## src/rtl/bit_serializer_pkg.sv

```systemverilog
// Shared definitions for the bit serializer: shifter state encoding and
// the bit-counter width helper.
package bit_serializer_pkg;

    // Shifter state. Encoded as plain constants so existing code that
    // compares raw state bits keeps working.
    typedef logic [0:0] shift_state_t;

    localparam shift_state_t SHIFT_IDLE   = 1'b0;
    localparam shift_state_t SHIFT_ACTIVE = 1'b1;

    // Width of the bit counter for a given word width. Never narrower
    // than one bit, so the counter always exists.
    function automatic int cnt_width(input int width);
        if (width < 2) begin
            return 1;
        end
        return $clog2(width);
    endfunction

endpackage

```

## src/rtl/bit_serializer_hold.sv

```systemverilog
// One-entry holding register. It captures a word while the shifter is
// busy and hands it over at the next load point.
module bit_serializer_hold #(
    parameter int WIDTH = 8
) (
    input  logic             clock,
    input  logic             reset,
    input  logic             write_en,
    input  logic [WIDTH-1:0] write_data,
    input  logic             read_en,
    output logic [WIDTH-1:0] read_data,
    output logic             full,
    output logic             data_ready
);

    logic [WIDTH-1:0] data_q;
    logic             full_q;

    // Capture on write, release on read. A write can only arrive while the
    // entry is empty and a read only while it is full, so the two never
    // collide in the same cycle.
    always_ff @(posedge clock or posedge reset) begin
        if (reset) begin
            data_q <= '0;
            full_q <= 1'b0;
        end else begin
            if (read_en) begin
                full_q <= 1'b0;
            end
            if (write_en) begin
                data_q <= write_data;
                full_q <= 1'b1;
            end
        end
    end

    // Ready depends only on registered state and reset, never on valid.
    always_comb begin
        read_data  = data_q;
        full       = full_q;
        data_ready = !full_q && !reset;
    end

endmodule

```

## src/rtl/bit_serializer.sv

```systemverilog
// Parallel-to-serial front end for the serial sequence detector. Words
// arrive over a valid/ready handshake and leave one bit per clock on
// x_out; a one-entry holding register keeps back-to-back words gapless.
//
// Handshake: a word transfers on a rising edge where data_valid and
// data_ready are both high. data_ready is derived from registered state
// only; the source must hold data_in stable while data_valid is high and
// not yet accepted, and may change it freely after the transfer edge.
module bit_serializer
    import bit_serializer_pkg::*;
#(
    parameter int       WIDTH     = 8,
    parameter bit       MSB_FIRST = 1'b1,
    parameter logic     IDLE_BIT  = 1'b0
) (
    input  logic             clock,
    input  logic             reset,
    input  logic [WIDTH-1:0] data_in,
    input  logic             data_valid,
    output logic             data_ready,
    output logic             x_out,
    output logic             busy,
    output logic             word_done,
    output shift_state_t     debug_state
);

    localparam int             CW       = cnt_width(WIDTH);
    localparam logic [CW-1:0]  CNT_LAST = CW'(WIDTH - 1);

    shift_state_t     state;
    logic [CW-1:0]    cnt;
    logic [WIDTH-1:0] sr;

    logic             hold_full;
    logic [WIDTH-1:0] hold_data;
    logic             hold_write;
    logic             hold_read;
    logic             transfer;
    logic             load_point;
    logic             last_bit;

    bit_serializer_hold #(
        .WIDTH (WIDTH)
    ) u_hold (
        .clock      (clock),
        .reset      (reset),
        .write_en   (hold_write),
        .write_data (data_in),
        .read_en    (hold_read),
        .read_data  (hold_data),
        .full       (hold_full),
        .data_ready (data_ready)
    );

    // Decide where an accepted word goes. At a load point the hold has
    // priority; when the hold is empty the word bypasses straight into
    // the shifter. Between load points accepted words wait in the hold.
    always_comb begin
        last_bit   = (cnt == CNT_LAST);
        load_point = (state == SHIFT_IDLE) || last_bit;
        transfer   = data_valid && data_ready;
        hold_read  = load_point && hold_full;
        hold_write = transfer && !load_point;
    end

    // Shifter FSM, bit counter and shift register.
    always_ff @(posedge clock or posedge reset) begin
        if (reset) begin
            state <= SHIFT_IDLE;
            cnt   <= '0;
            sr    <= '0;
        end else if (load_point) begin
            if (hold_full) begin
                sr    <= hold_data;
                cnt   <= '0;
                state <= SHIFT_ACTIVE;
            end else if (transfer) begin
                sr    <= data_in;
                cnt   <= '0;
                state <= SHIFT_ACTIVE;
            end else begin
                cnt   <= '0;
                state <= SHIFT_IDLE;
            end
        end else begin
            // Active and mid-word: move the next bit to the output end.
            if (MSB_FIRST) begin
                sr <= {sr[WIDTH-2:0], 1'b0};
            end else begin
                sr <= {1'b0, sr[WIDTH-1:1]};
            end
            cnt <= cnt + 1'b1;
        end
    end

    // Output mux. Because state resets asynchronously, x_out falls back to
    // the idle level the moment reset asserts.
    always_comb begin
        busy        = (state == SHIFT_ACTIVE);
        word_done   = busy && last_bit;
        debug_state = state;
        if (busy) begin
            x_out = MSB_FIRST ? sr[WIDTH-1] : sr[0];
        end else begin
            x_out = IDLE_BIT;
        end
    end

endmodule

```

## config.mk

```make
export PLATFORM = sky130hd
export DESIGN_NAME = bit_serializer
export DESIGN_NICKNAME = d
export VERILOG_FILES = /design/src/rtl/bit_serializer_pkg.sv /design/src/rtl/bit_serializer_hold.sv /design/src/rtl/bit_serializer.sv
export SDC_FILE = /design/constraint.sdc
export NUM_CORES = 1
export LEC_CHECK = 0
export ABC_AREA = 1
export ABC_CLOCK_PERIOD_IN_PS = 1700
export BUFFER_PORTS_ARGS = -buffer_cell sky130_fd_sc_hd__buf_2
export CAP_MARGIN = 20
export CORE_ASPECT_RATIO = 0.6
export CORE_MARGIN = 2
export CORE_UTILIZATION = 40
export DETAILED_ROUTE_END_ITERATION = 16
export SETUP_SLACK_MARGIN = 0.2
export SYNTH_ARGS = -nofsm -noshare
export SYNTH_HDL_FRONTEND = slang
export SYNTH_SLANG_ARGS = --single-unit
export TNS_END_PERCENT = 1
```

## constraint.sdc

```tcl
create_clock -name clock -period 1.7 [get_ports clock]
set_clock_uncertainty 0.15 [all_clocks]
set_input_delay 0.17 -clock clock [delete_from_list [all_inputs] [get_ports clock]]
set_output_delay 0.17 -clock clock [all_outputs]
set_load 0.01 [all_outputs]
```

==> metrics.md <==
| Metric | Value |
|---|---|
| Starting Density | `42.8%` |
| Final Cycle Share | `92.9%` |
| Fin util | `58.2%` |
| Leak pwr | `0.815 nW` |
| Inserted Clock Buffers | `3` |
| Relative slew slack | `75.3%` |
| Port Buf Inserts | `15` |
| Avg Synthesized Cell Area | `7.59 um2` |
| Req. time, crit path | `1.69 ns` |
| Total power | `0.00219 W` |
| Worst r2r path cells | `8` |
| Drt pass-1 iters | `4` |
| Vias per cell | `4.65` |
| Via count | `971` |
| FMAX | `634 MHz` |
| Overflow after GRT | `0` |
| Sw Ratio | `38.8%` |
| Min-Delay Endpoint | `u_hold.full$_DFFE_PP0P_` |
| Worst-Skew Late Latency | `0.26 ns` |
| RSZ-0062 raised after global routing | `true` |
| Tightest Pin Transition | `0.371 ns` |
| Pre-CTS setup slack | `-0.00295 ns` |
| CTS tree | `built` |
| Syn_nets | `156` |
| CTS sink cnt | `21` |
| Sequential share of the synthesized area | `48.4%` |
| Hold Path Class | `in -> reg` |
| Row count | `14` |
| Fin. Hold Viols | `0` |
| Minimum clock period | `1.58 ns` |
| Gp weighted congestion | `0.807` |
| Flop pwr share | `38.5%` |
| Register-to-register setup slack | `0.12 ns` |
| Critical path class | `reg -> reg` |
| CP Max Fanout | `8` |
| # fillers | `245` |
| Final wirelength | `2270 um` |
| Yosys cell types | `15` |
| Power Internal | `0.00134 W` |
| First-pass GRT wire length | `4030 um` |
| Critical Path End Type | `flip-flop` |
| Hold path start | `data_valid` |
| Total Neg Setup Slack | `0 ns` |
| Clock share of power | `15.0%` |
| Startpoint type of the worst setup path | `flip-flop` |
| Worst r2r dst | `u_hold.read_data[5]$_DFFE_PP0P_` |
| Core box area | `2540 um2` |
| Synth Register Bits | `21` |
| DR WL/cell | `10.9 um` |
| Clock-pin slew on the worst setup and hold paths | `0.08 ns` |
| Worst flop-to-flop path startpoint | `cnt[0]$_DFF_PP0_` |
| CTS root buf | `clkbuf_8` |
| Clock Tree Buf Depth | `2` |
| Hold depth | `3` |
| Pin count of the biggest net entering global routing | `22` |
| First DRT Iteration DRCs | `30` |
| Initial antenna violation count | `0` |
| Post-DP HPWL | `1560 um` |
| Final WS setup | `0.121 ns` |
| H-tree levels | `1` |
| Maximum vdd drop | `590 uV` |
| Die extent in y | `44.4 um` |
| Max-slew violations | `0` |
| Status | `complete, no violations` |
| Arr. time, crit path | `1.57 ns` |
| DIE WIDTH | `71.3 um` |
| ANT nets after route | `0` |
| Synthesized area | `1090 um2` |
| Yosys warns | `0` |
| ANT cells | `0` |
| Global-route usage over all layers | `17.3%` |
| Comb pwr share | `46.5%` |
| Fraction of layout cells with a size suffix above 1 | `26.6%` |
| Switch Pwr | `0.000851 W` |
| Commonest non-fill, non-tap cells in the layout | `nand2_1, dfrtp_1, inv_1` |
| Endpoints failing setup | `0` |
| DIE AREA | `3160 um2` |
| Ports | `16` |
| Most common cell after layout, fill and taps aside | `nand2_1` |
| Vias in the first global route | `915` |
| Final net count | `191` |
| # DRC | `0` |
| Area delta synth->final | `36.1%` |
| Max-cap viol count | `0` |
| Cell count after synthesis | `143` |
| PwrDens | `1480 nW/um2` |
critical path, stage by stage, from the launching register on:
cell     delay, ns
dfrtp_1       0.42
ha_4          0.18
ha_4          0.16
inv_4         0.07
nand2_8       0.07
nor2_4        0.12
buf_6         0.11
buf_12        0.11
o21ai_0       0.07
state kept, by name, summed over array words and instances, names as in the netlist:
register,count
u_hold.read_data,8
cnt,3
busy,1
sr,8
u_hold.full,1
per-stage QoR:
stage	hold WS, ns	instance area, um2	instances
floorplan	0.00501	1090	143
global placement	0.126	1180	188
detailed placement	0.149	1180	188
CTS	0.00315	1420	205
global route	0.136	1480	209
finish	0.127	1480	209
worst max-delay path by stage:
stage / from / slack (ns) / to
finish: cnt[0]$_DFF_PP0_ / 0.12 / u_hold.read_data[5]$_DFFE_PP0P_
global route: cnt[0]$_DFF_PP0_ / 0.05 / u_hold.read_data[5]$_DFFE_PP0P_
CTS: cnt[1]$_DFF_PP0_ / 0.11 / u_hold.read_data[1]$_DFFE_PP0P_
detailed placement: cnt[0]$_DFF_PP0_ / -0.003 / u_hold.read_data[7]$_DFFE_PP0P_
global placement: cnt[0]$_DFF_PP0_ / 0.07 / u_hold.read_data[6]$_DFFE_PP0P_
floorplan: cnt[0]$_DFF_PP0_ / 0.21 / u_hold.read_data[1]$_DFFE_PP0P_
cell families (layout without fill, tap and decap cells):
logic type / after synthesis / count (layout) / share of synthesized area (%)
AND/OR/NAND/NOR: 83 / 83 / 31.9
adder cells (fa/ha/maj): 2 / 2 / 2.30
buffers and inverters: 27 / 61 / 11.8
AO/OA/AOI/OAI: 10 / 10 / 5.65
flip-flops: 21 / 21 / 48.4
power groups by stage:
| stage | clock (W) | combinational, W | sequential, W |
|---|---|---|---|
| after floorplan | 0 | 0.000669 | 0.000786 |
| after global routing | 0.000370 | 0.00118 | 0.000874 |
| after detailed placement | 0 | 0.000777 | 0.000834 |
| after CTS | 0.000340 | 0.000944 | 0.000832 |
| after global placement | 0 | 0.000758 | 0.000825 |
| final | 0.000328 | 0.00102 | 0.000843 |
synthesized netlist by cell type:
library cell	instances	area (um2)
nand2_1	65	244
ha_1	2	25.0
nor2_1	4	15.0
dfrtp_1	21	526
inv_2	2	7.51
o21ai_2	3	26.3
nand3_1	8	40.0
buf_4	1	7.51
nor2_4	2	22.5
o21ai_0	6	30.0
buf_6	3	33.8
inv_1	21	78.8
a21oi_1	1	5.00
nor2_2	1	6.26
nand2_2	3	18.8
repair_timing:
action,in CTS,in global routing
hold buffers,7,2
gates resized for setup,12,8
cloned,1,0
pin swaps,2,2
endpoints found under the setup margin,18,18
endpoints found under the hold margin,27,2
buffers inserted,5,2
layout make-up:
type                            count  area, um2  share of cell area (%)
Sequential cell                    21        526                    35.6
Multi-Input combinational cell     95        489                    33.1
Timing Repair Buffer               34        288                    19.5
Inverter                           23       88.8                    6.01
Clock buffer                        3       41.3                    2.79
Tap cell                           32       40.0                    2.71
Clock inverter                      1       5.00                   0.339
routing by layer:
metal	wire, um	vias up	GRT usage [%]
li1	-	494	-
met1	1130	443	22.5
met2	957	29	27.0
met3	153	5	5.69
met4	32	0	7.55
met5	0	-	0
No activity file was read; power rests on OpenSTA's default activity.
